### src/rtl/ifetch.sv
// Instruction fetch front end: credit-limited request issue to instruction memory,
// in-order response tracking, a two-entry instruction buffer and redirect flushing.
module ifetch #(
    parameter logic [31:0] RESET_PC = 32'h00000000,
    parameter int          DEPTH    = 2
) (
    input  logic        clk,
    input  logic        rst_n,
    input  logic        redirect_valid,
    input  logic [31:0] redirect_pc,
    output logic        imem_req_valid,
    input  logic        imem_req_ready,
    output logic [31:0] imem_addr,
    input  logic        imem_rsp_valid,
    input  logic [31:0] imem_rsp_data,
    output logic        inst_valid,
    input  logic        inst_ready,
    output logic [31:0] inst,
    output logic [31:0] inst_pc
);

    typedef enum logic {
        BOOT,
        FETCH
    } state_t;

    state_t      r_state;
    state_t      w_stateNext;

    logic [31:0] r_fetchPc;
    logic [1:0]  r_outCnt;
    logic [1:0]  r_dropCnt;
    logic [1:0]  r_fifoCnt;
    logic        r_fifoHead;
    logic        r_reqHead;
    logic [31:0] r_fifoPc   [2];
    logic [31:0] r_fifoData [2];
    logic [31:0] r_reqPc    [2];

    logic [2:0]  w_inUse;
    logic        w_reqFire;
    logic        w_rspFire;
    logic        w_rspKeep;
    logic        w_pop;
    logic        w_reqTail;
    logic        w_fifoTail;

    // Credits cover both outstanding requests and buffered instructions, so the buffer cannot overflow.
    assign w_inUse        = {1'b0, r_outCnt} + {1'b0, r_fifoCnt};
    assign imem_req_valid = (r_state == FETCH) && !redirect_valid && (w_inUse < 3'(DEPTH));
    assign imem_addr      = r_fetchPc;

    assign w_reqFire  = imem_req_valid && imem_req_ready;
    assign w_rspFire  = imem_rsp_valid && (r_outCnt != 2'd0);
    assign w_rspKeep  = w_rspFire && (r_dropCnt == 2'd0) && !redirect_valid;
    assign w_pop      = inst_valid && inst_ready;
    assign w_reqTail  = r_reqHead ^ r_outCnt[0];
    assign w_fifoTail = r_fifoHead ^ r_fifoCnt[0];

    assign inst_valid = (r_fifoCnt != 2'd0);
    assign inst       = inst_valid ? r_fifoData[r_fifoHead] : 32'h0;
    assign inst_pc    = inst_valid ? r_fifoPc[r_fifoHead]   : 32'h0;

    always_comb begin
        w_stateNext = r_state;
        case (r_state)
            BOOT:    w_stateNext = FETCH;
            FETCH:   w_stateNext = FETCH;
            default: w_stateNext = BOOT;
        endcase
    end

    always_ff @(posedge clk or negedge rst_n) begin
        if (!rst_n) begin
            r_state <= BOOT;
        end else begin
            r_state <= w_stateNext;
        end
    end

    always_ff @(posedge clk or negedge rst_n) begin
        if (!rst_n) begin
            r_fetchPc  <= RESET_PC;
            r_outCnt   <= 2'd0;
            r_dropCnt  <= 2'd0;
            r_fifoCnt  <= 2'd0;
            r_fifoHead <= 1'b0;
            r_reqHead  <= 1'b0;
            for (int i = 0; i < 2; i++) begin
                r_fifoPc[i]   <= 32'h0;
                r_fifoData[i] <= 32'h0;
                r_reqPc[i]    <= 32'h0;
            end
        end else begin
            if (w_reqFire) begin
                r_reqPc[w_reqTail] <= r_fetchPc;
            end
            if (w_rspFire) begin
                r_reqHead <= ~r_reqHead;
            end
            r_outCnt <= r_outCnt + {1'b0, w_reqFire} - {1'b0, w_rspFire};

            if (redirect_valid) begin
                r_fetchPc <= redirect_pc;
            end else if (w_reqFire) begin
                r_fetchPc <= r_fetchPc + 32'd1;
            end

            // Everything still outstanding after this cycle's response belongs to the old path.
            if (redirect_valid) begin
                r_dropCnt <= r_outCnt - {1'b0, w_rspFire};
            end else if (w_rspFire && (r_dropCnt != 2'd0)) begin
                r_dropCnt <= r_dropCnt - 2'd1;
            end

            if (redirect_valid) begin
                r_fifoCnt  <= 2'd0;
                r_fifoHead <= 1'b0;
            end else begin
                if (w_rspKeep) begin
                    r_fifoPc[w_fifoTail]   <= r_reqPc[r_reqHead];
                    r_fifoData[w_fifoTail] <= imem_rsp_data;
                end
                if (w_pop) begin
                    r_fifoHead <= ~r_fifoHead;
                end
                r_fifoCnt <= r_fifoCnt + {1'b0, w_rspKeep} - {1'b0, w_pop};
            end
        end
    end

endmodule

### config.mk
export PLATFORM = sky130hd
export DESIGN_NAME = ifetch
export DESIGN_NICKNAME = d
export VERILOG_FILES = /design/src/rtl/ifetch.sv
export SDC_FILE = /design/constraint.sdc
export NUM_CORES = 1
export LEC_CHECK = 0
export CORE_MARGIN = 2
export CORE_UTILIZATION = 42
export CTS_CLUSTER_DIAMETER = 60
export DETAILED_ROUTE_END_ITERATION = 8
export PLACE_DENSITY = 0.73
export REMOVE_ABC_BUFFERS = 1
export SLEW_MARGIN = 10
export SYNTH_ARGS = -nofsm -noshare
export SYNTH_HDL_FRONTEND = slang
export SYNTH_SLANG_ARGS = --single-unit
### constraint.sdc
create_clock -name clk -period 7.6 [get_ports clk]
set_input_delay 1.14 -clock clk [delete_from_list [all_inputs] [get_ports clk]]
set_output_delay 1.14 -clock clk [all_outputs]
set_load 0.1 [all_outputs]
==> results.txt <==
Counting flops with a built-in enable in the synthesized netlist gives 0. The number of search-and-repair iterations in the first detailed-routing pass is 5. The overall die height is roughly 160 um. For this run, the leading register cell type out of synthesis is sky130_fd_sc_hd__dfrtp_1. The detailed route wirelength on metal3 came out at 1.40 mm. The CTS sink count is 233. The placement row count is between 50 and 60.

The count of instances resized after the clock tree is built came out at 0. In this run the horizontal extent of the chip is 164 um. Setup violations remaining at the end of the flow were counted as 0. The final setup slack of the worst path came out at 2930 ps. TritonCTS built the clock tree. The post-detailed-route via-to-cell ratio is 5.25. The number of inserted diodes came out at 0. Counting the buffers created by CTS gives 26.

OpenSTA, run right after detailed placement, puts the worst setup slack at around 3400 ps. Setup repair after global routing left no endpoint under its margin. The slowest stage of the critical path is the sky130_fd_sc_hd__clkdlybuf4s50_1 cell.

Of the synthesized area, sequential elements account for between 50% and 60%. The maximum vdd drop came out at around 0.36 mV. The highest cell delay on the worst timing path came out at around 1200 ps. Derived from the worst setup path, the maximum achievable clock frequency is around 210 MHz. The share of flip-flops with an asynchronous set or reset came out at 100%. The worst setup skew after layout is ~16 ps. The post-synthesis share of cell area spent on and, or, nand and nor gates is 10.9%.

The routed length on met1 came out at around 11 mm. The flow ran to the end, and the final reports show no timing, DRC or antenna violations. After synthesis, the largest family of logic cells by area is multiplexers. The iteration-0 DRC count of the detailed router came out at 383. The final period utilization is 61.4%.

The cell area power density is 454 nW/um^2. STA puts the critical path data required time at 6460 ps. Summed over all nets, the half-perimeter wirelength after detailed placement is 15.9 mm. The final routed DRC violation total is 0. The post-CTS setup repair buffer count came out at 0. For this design the top-level I/O count stands at 168. The growth of design area from synthesis to finish came out at 25.9%.

Summing over every cut layer, the via total after detailed routing is ~7600. Port buffering added 167 buffers. The flip-flop and latch count after synthesis is 233. The hold violation total from the final report was 0.

The number of warning messages in the yosys log came out at 0. The first global-routing pass estimated 39.6 mm of wire. The final-report max-slew violation count came out at 0. The worst slew margin relative to its limit came out at 29.1%.

The fraction of layout cells with a size suffix above 1 is 16.1%. The highest fanout seen on the critical path is 41. For this design the static power due to leakage is 5.82 nW.

The critical path is of the flip-flop to primary output type. The xor/xnor share of the synthesized area is 0.817%. The count of maximum capacitance violations is 0. The critical path arrival is 3530 ps. The endpoint kind of the worst setup timing path is a primary output. The slew at the pin closest to its max-slew limit is 1060 ps. The clock root buffer is sky130_fd_sc_hd__clkbuf_16. The all-layer global routing usage is 18.5%. The class of the most critical hold timing path is flip-flop to flip-flop. CTS built an H-tree with a depth of 1.

The average size of a mapped cell came out at 11.2 um^2. The number of buffers inserted for hold repair after clock tree synthesis is 0. After routing, the total negative slack on setup checks comes to 0 ps. The register clock-pin slew on the reported worst setup and hold paths is 60 ps. The worst-case hold slack is approximately 480 ps. At the later pin of the worst-skew pair, clock insertion delay measures 520 ps. The unique cell type count in the Yosys netlist is between 40 and 50. The overall die area came out at 26800 um^2.

Once the floorplan was initialized, standard cells occupied roughly 43% of the core. At the end of the flow, the number of nets in the layout was 1175. The multiplexer share of the synthesized area is 21.7%. The signal on the critical path passes through buf_4, mux2i_1, nor2_1, clkdlybuf4s50_1. Once detail routing completed, the nets flagged for antenna violations numbered 0. The congestion estimate from routability-driven global placement came to 0.789. The cell area after technology mapping came out at approximately 11000 um^2.

The routed length on met2 is roughly 12 mm. Entering global routing, the biggest net connects 103 pins. The post-synthesis share of cell area spent on full adders, half adders and majority gates came out at 1.00%. The worst setup path is launched from a flip-flop. The highest metal layer with signal wires is met4. The compound-cell area share of the yosys netlist is 7.60%. The instance count of the mapped netlist is 955. The area of the core is 25100 um^2.

The minimum clock period came out at approximately 4700 ps. The routed design has 24.5 mm of wire. The number of buffers on the longest clock path is 3. The routed wirelength normalized by instance count came out at roughly 17 um.

The via count of the first global-routing pass is 7373. The aggregate global routing overflow is 0. The number of antenna violations at the first check in global routing was 0.
-- per-layer routing --
layer | GRT usage, % | up-vias
met5 | 0 | -
met3 | 2.78 | 39
met2 | 30.4 | 232
li1 | - | 3622
met4 | 4.07 | 0
met1 | 26.2 | 3685
-- critical path, delay by kind of cell, from the launching register on --
kind / cells / cell delay (ps)
and+or+nand+nor: 1 / 190
DFF: 1 / 760
muxes: 1 / 160
buffers and inverters: 2 / 1870
-- power breakdown --
| group | internal, mW | total [mW] | switching [mW] |
|---|---|---|---|
| combinational | 0.914 | 2.80 | 1.88 |
| sequential | 1.74 | 2.04 | 0.305 |
| clock | 0.797 | 1.28 | 0.486 |
| total | 3.45 | 6.12 | 2.67 |
-- final timing paths --
check	startpoint	to	slack [ps]	cells past startpoint
max	r_fifoHead	inst_pc[12]	2930	4
min	r_reqPc[56]	r_reqPc[56]	480	2
max reg2reg	r_fifoHead	r_fifoData[4]	4420	5
min reg2reg	r_reqPc[56]	r_reqPc[56]	480	2
max in group asynchronous	rst_n	r_fifoData[21]	5550	2
min in group asynchronous	rst_n	r_reqPc[23]	670	1
-- registers in the layout, indices dropped and copies added, names as in the netlist, 2 cells and up --
register / count
r_dropCnt: 2
r_fifoCnt: 2
r_outCnt: 2
imem_addr: 32
r_fifoData: 64
r_reqPc: 64
r_fifoPc: 64
-- logic make-up after synthesis --
family,Yosys count
other cells,1
mux,218
buf+inv,81
fa+ha+maj,8
xor+xnor,10
flops,233
compound gates,138
simple gates,266
-- cell usage in the layout (no fill, tap or decap), types with 3 or more instances in the layout --
cell	instances
sky130_fd_sc_hd__clkbuf_1	4
sky130_fd_sc_hd__a32oi_1	3
sky130_fd_sc_hd__clkdlybuf4s50_1	165
sky130_fd_sc_hd__clkbuf_16	27
sky130_fd_sc_hd__and2_1	3
sky130_fd_sc_hd__and3_1	6
sky130_fd_sc_hd__buf_4	13
sky130_fd_sc_hd__o311ai_0	4
sky130_fd_sc_hd__mux2_2	114
sky130_fd_sc_hd__o211ai_1	10
sky130_fd_sc_hd__or3_1	3
sky130_fd_sc_hd__nand2b_1	3
sky130_fd_sc_hd__xnor2_1	8
sky130_fd_sc_hd__nand3_1	16
sky130_fd_sc_hd__a311o_1	3
sky130_fd_sc_hd__nor2b_1	8
sky130_fd_sc_hd__nand2_1	49
sky130_fd_sc_hd__a221o_1	6
sky130_fd_sc_hd__a31oi_1	4
sky130_fd_sc_hd__nor2_1	147
sky130_fd_sc_hd__a21oi_1	69
sky130_fd_sc_hd__clkbuf_8	5
sky130_fd_sc_hd__bufinv_16	3
sky130_fd_sc_hd__dfrtp_1	231
sky130_fd_sc_hd__nand4_1	15
sky130_fd_sc_hd__ha_1	7
sky130_fd_sc_hd__o21ai_0	30
sky130_fd_sc_hd__nor3_1	5
sky130_fd_sc_hd__clkinv_2	3
sky130_fd_sc_hd__inv_1	14
sky130_fd_sc_hd__mux2i_1	104
-- area by class of cell --
type / instances / area (um^2)
fillers: 2208 / 11600
flip-flops and latches: 233 / 5840
multi-input cells: 641 / 4530
repair buffers: 180 / 1770
clock buffers: 36 / 759
well taps: 330 / 413
clock inverters: 9 / 130
inverters: 15 / 56.3
-- cell usage after synthesis (8+ instances only) --
master	instances	share of area, %
sky130_fd_sc_hd__dfrtp_1	233	54
sky130_fd_sc_hd__nor2_1	148	5.2
sky130_fd_sc_hd__mux2_2	114	12
sky130_fd_sc_hd__mux2i_1	104	9.7
sky130_fd_sc_hd__a21oi_1	69	3.2
sky130_fd_sc_hd__nand2_1	49	1.7
sky130_fd_sc_hd__o21ai_0	30	1.4
sky130_fd_sc_hd__buf_2	27	1.3
sky130_fd_sc_hd__clkbuf_1	26	0.91
sky130_fd_sc_hd__nand3_1	16	0.75
sky130_fd_sc_hd__nand4_1	15	0.88
sky130_fd_sc_hd__inv_1	14	0.49
sky130_fd_sc_hd__o211ai_1	10	0.70
sky130_fd_sc_hd__nor2b_1	9	0.53
sky130_fd_sc_hd__buf_4	8	0.56
sky130_fd_sc_hd__xnor2_1	8	0.65
-- per-stage QoR --
stage          total power, mW  util (%)  instances  area, um^2
2_1_floorplan             4.18         -        889       10400
3_3_place_gp              4.81      50.2       1399       12600
3_5_place_dp              4.87      50.2       1399       12600
4_1_cts                   6.18      53.7       1444       13500
5_1_grt                   6.46      53.7       1444       13500
6_report                  6.12      53.7       1444       13500
(Power assumes the default switching activity.)
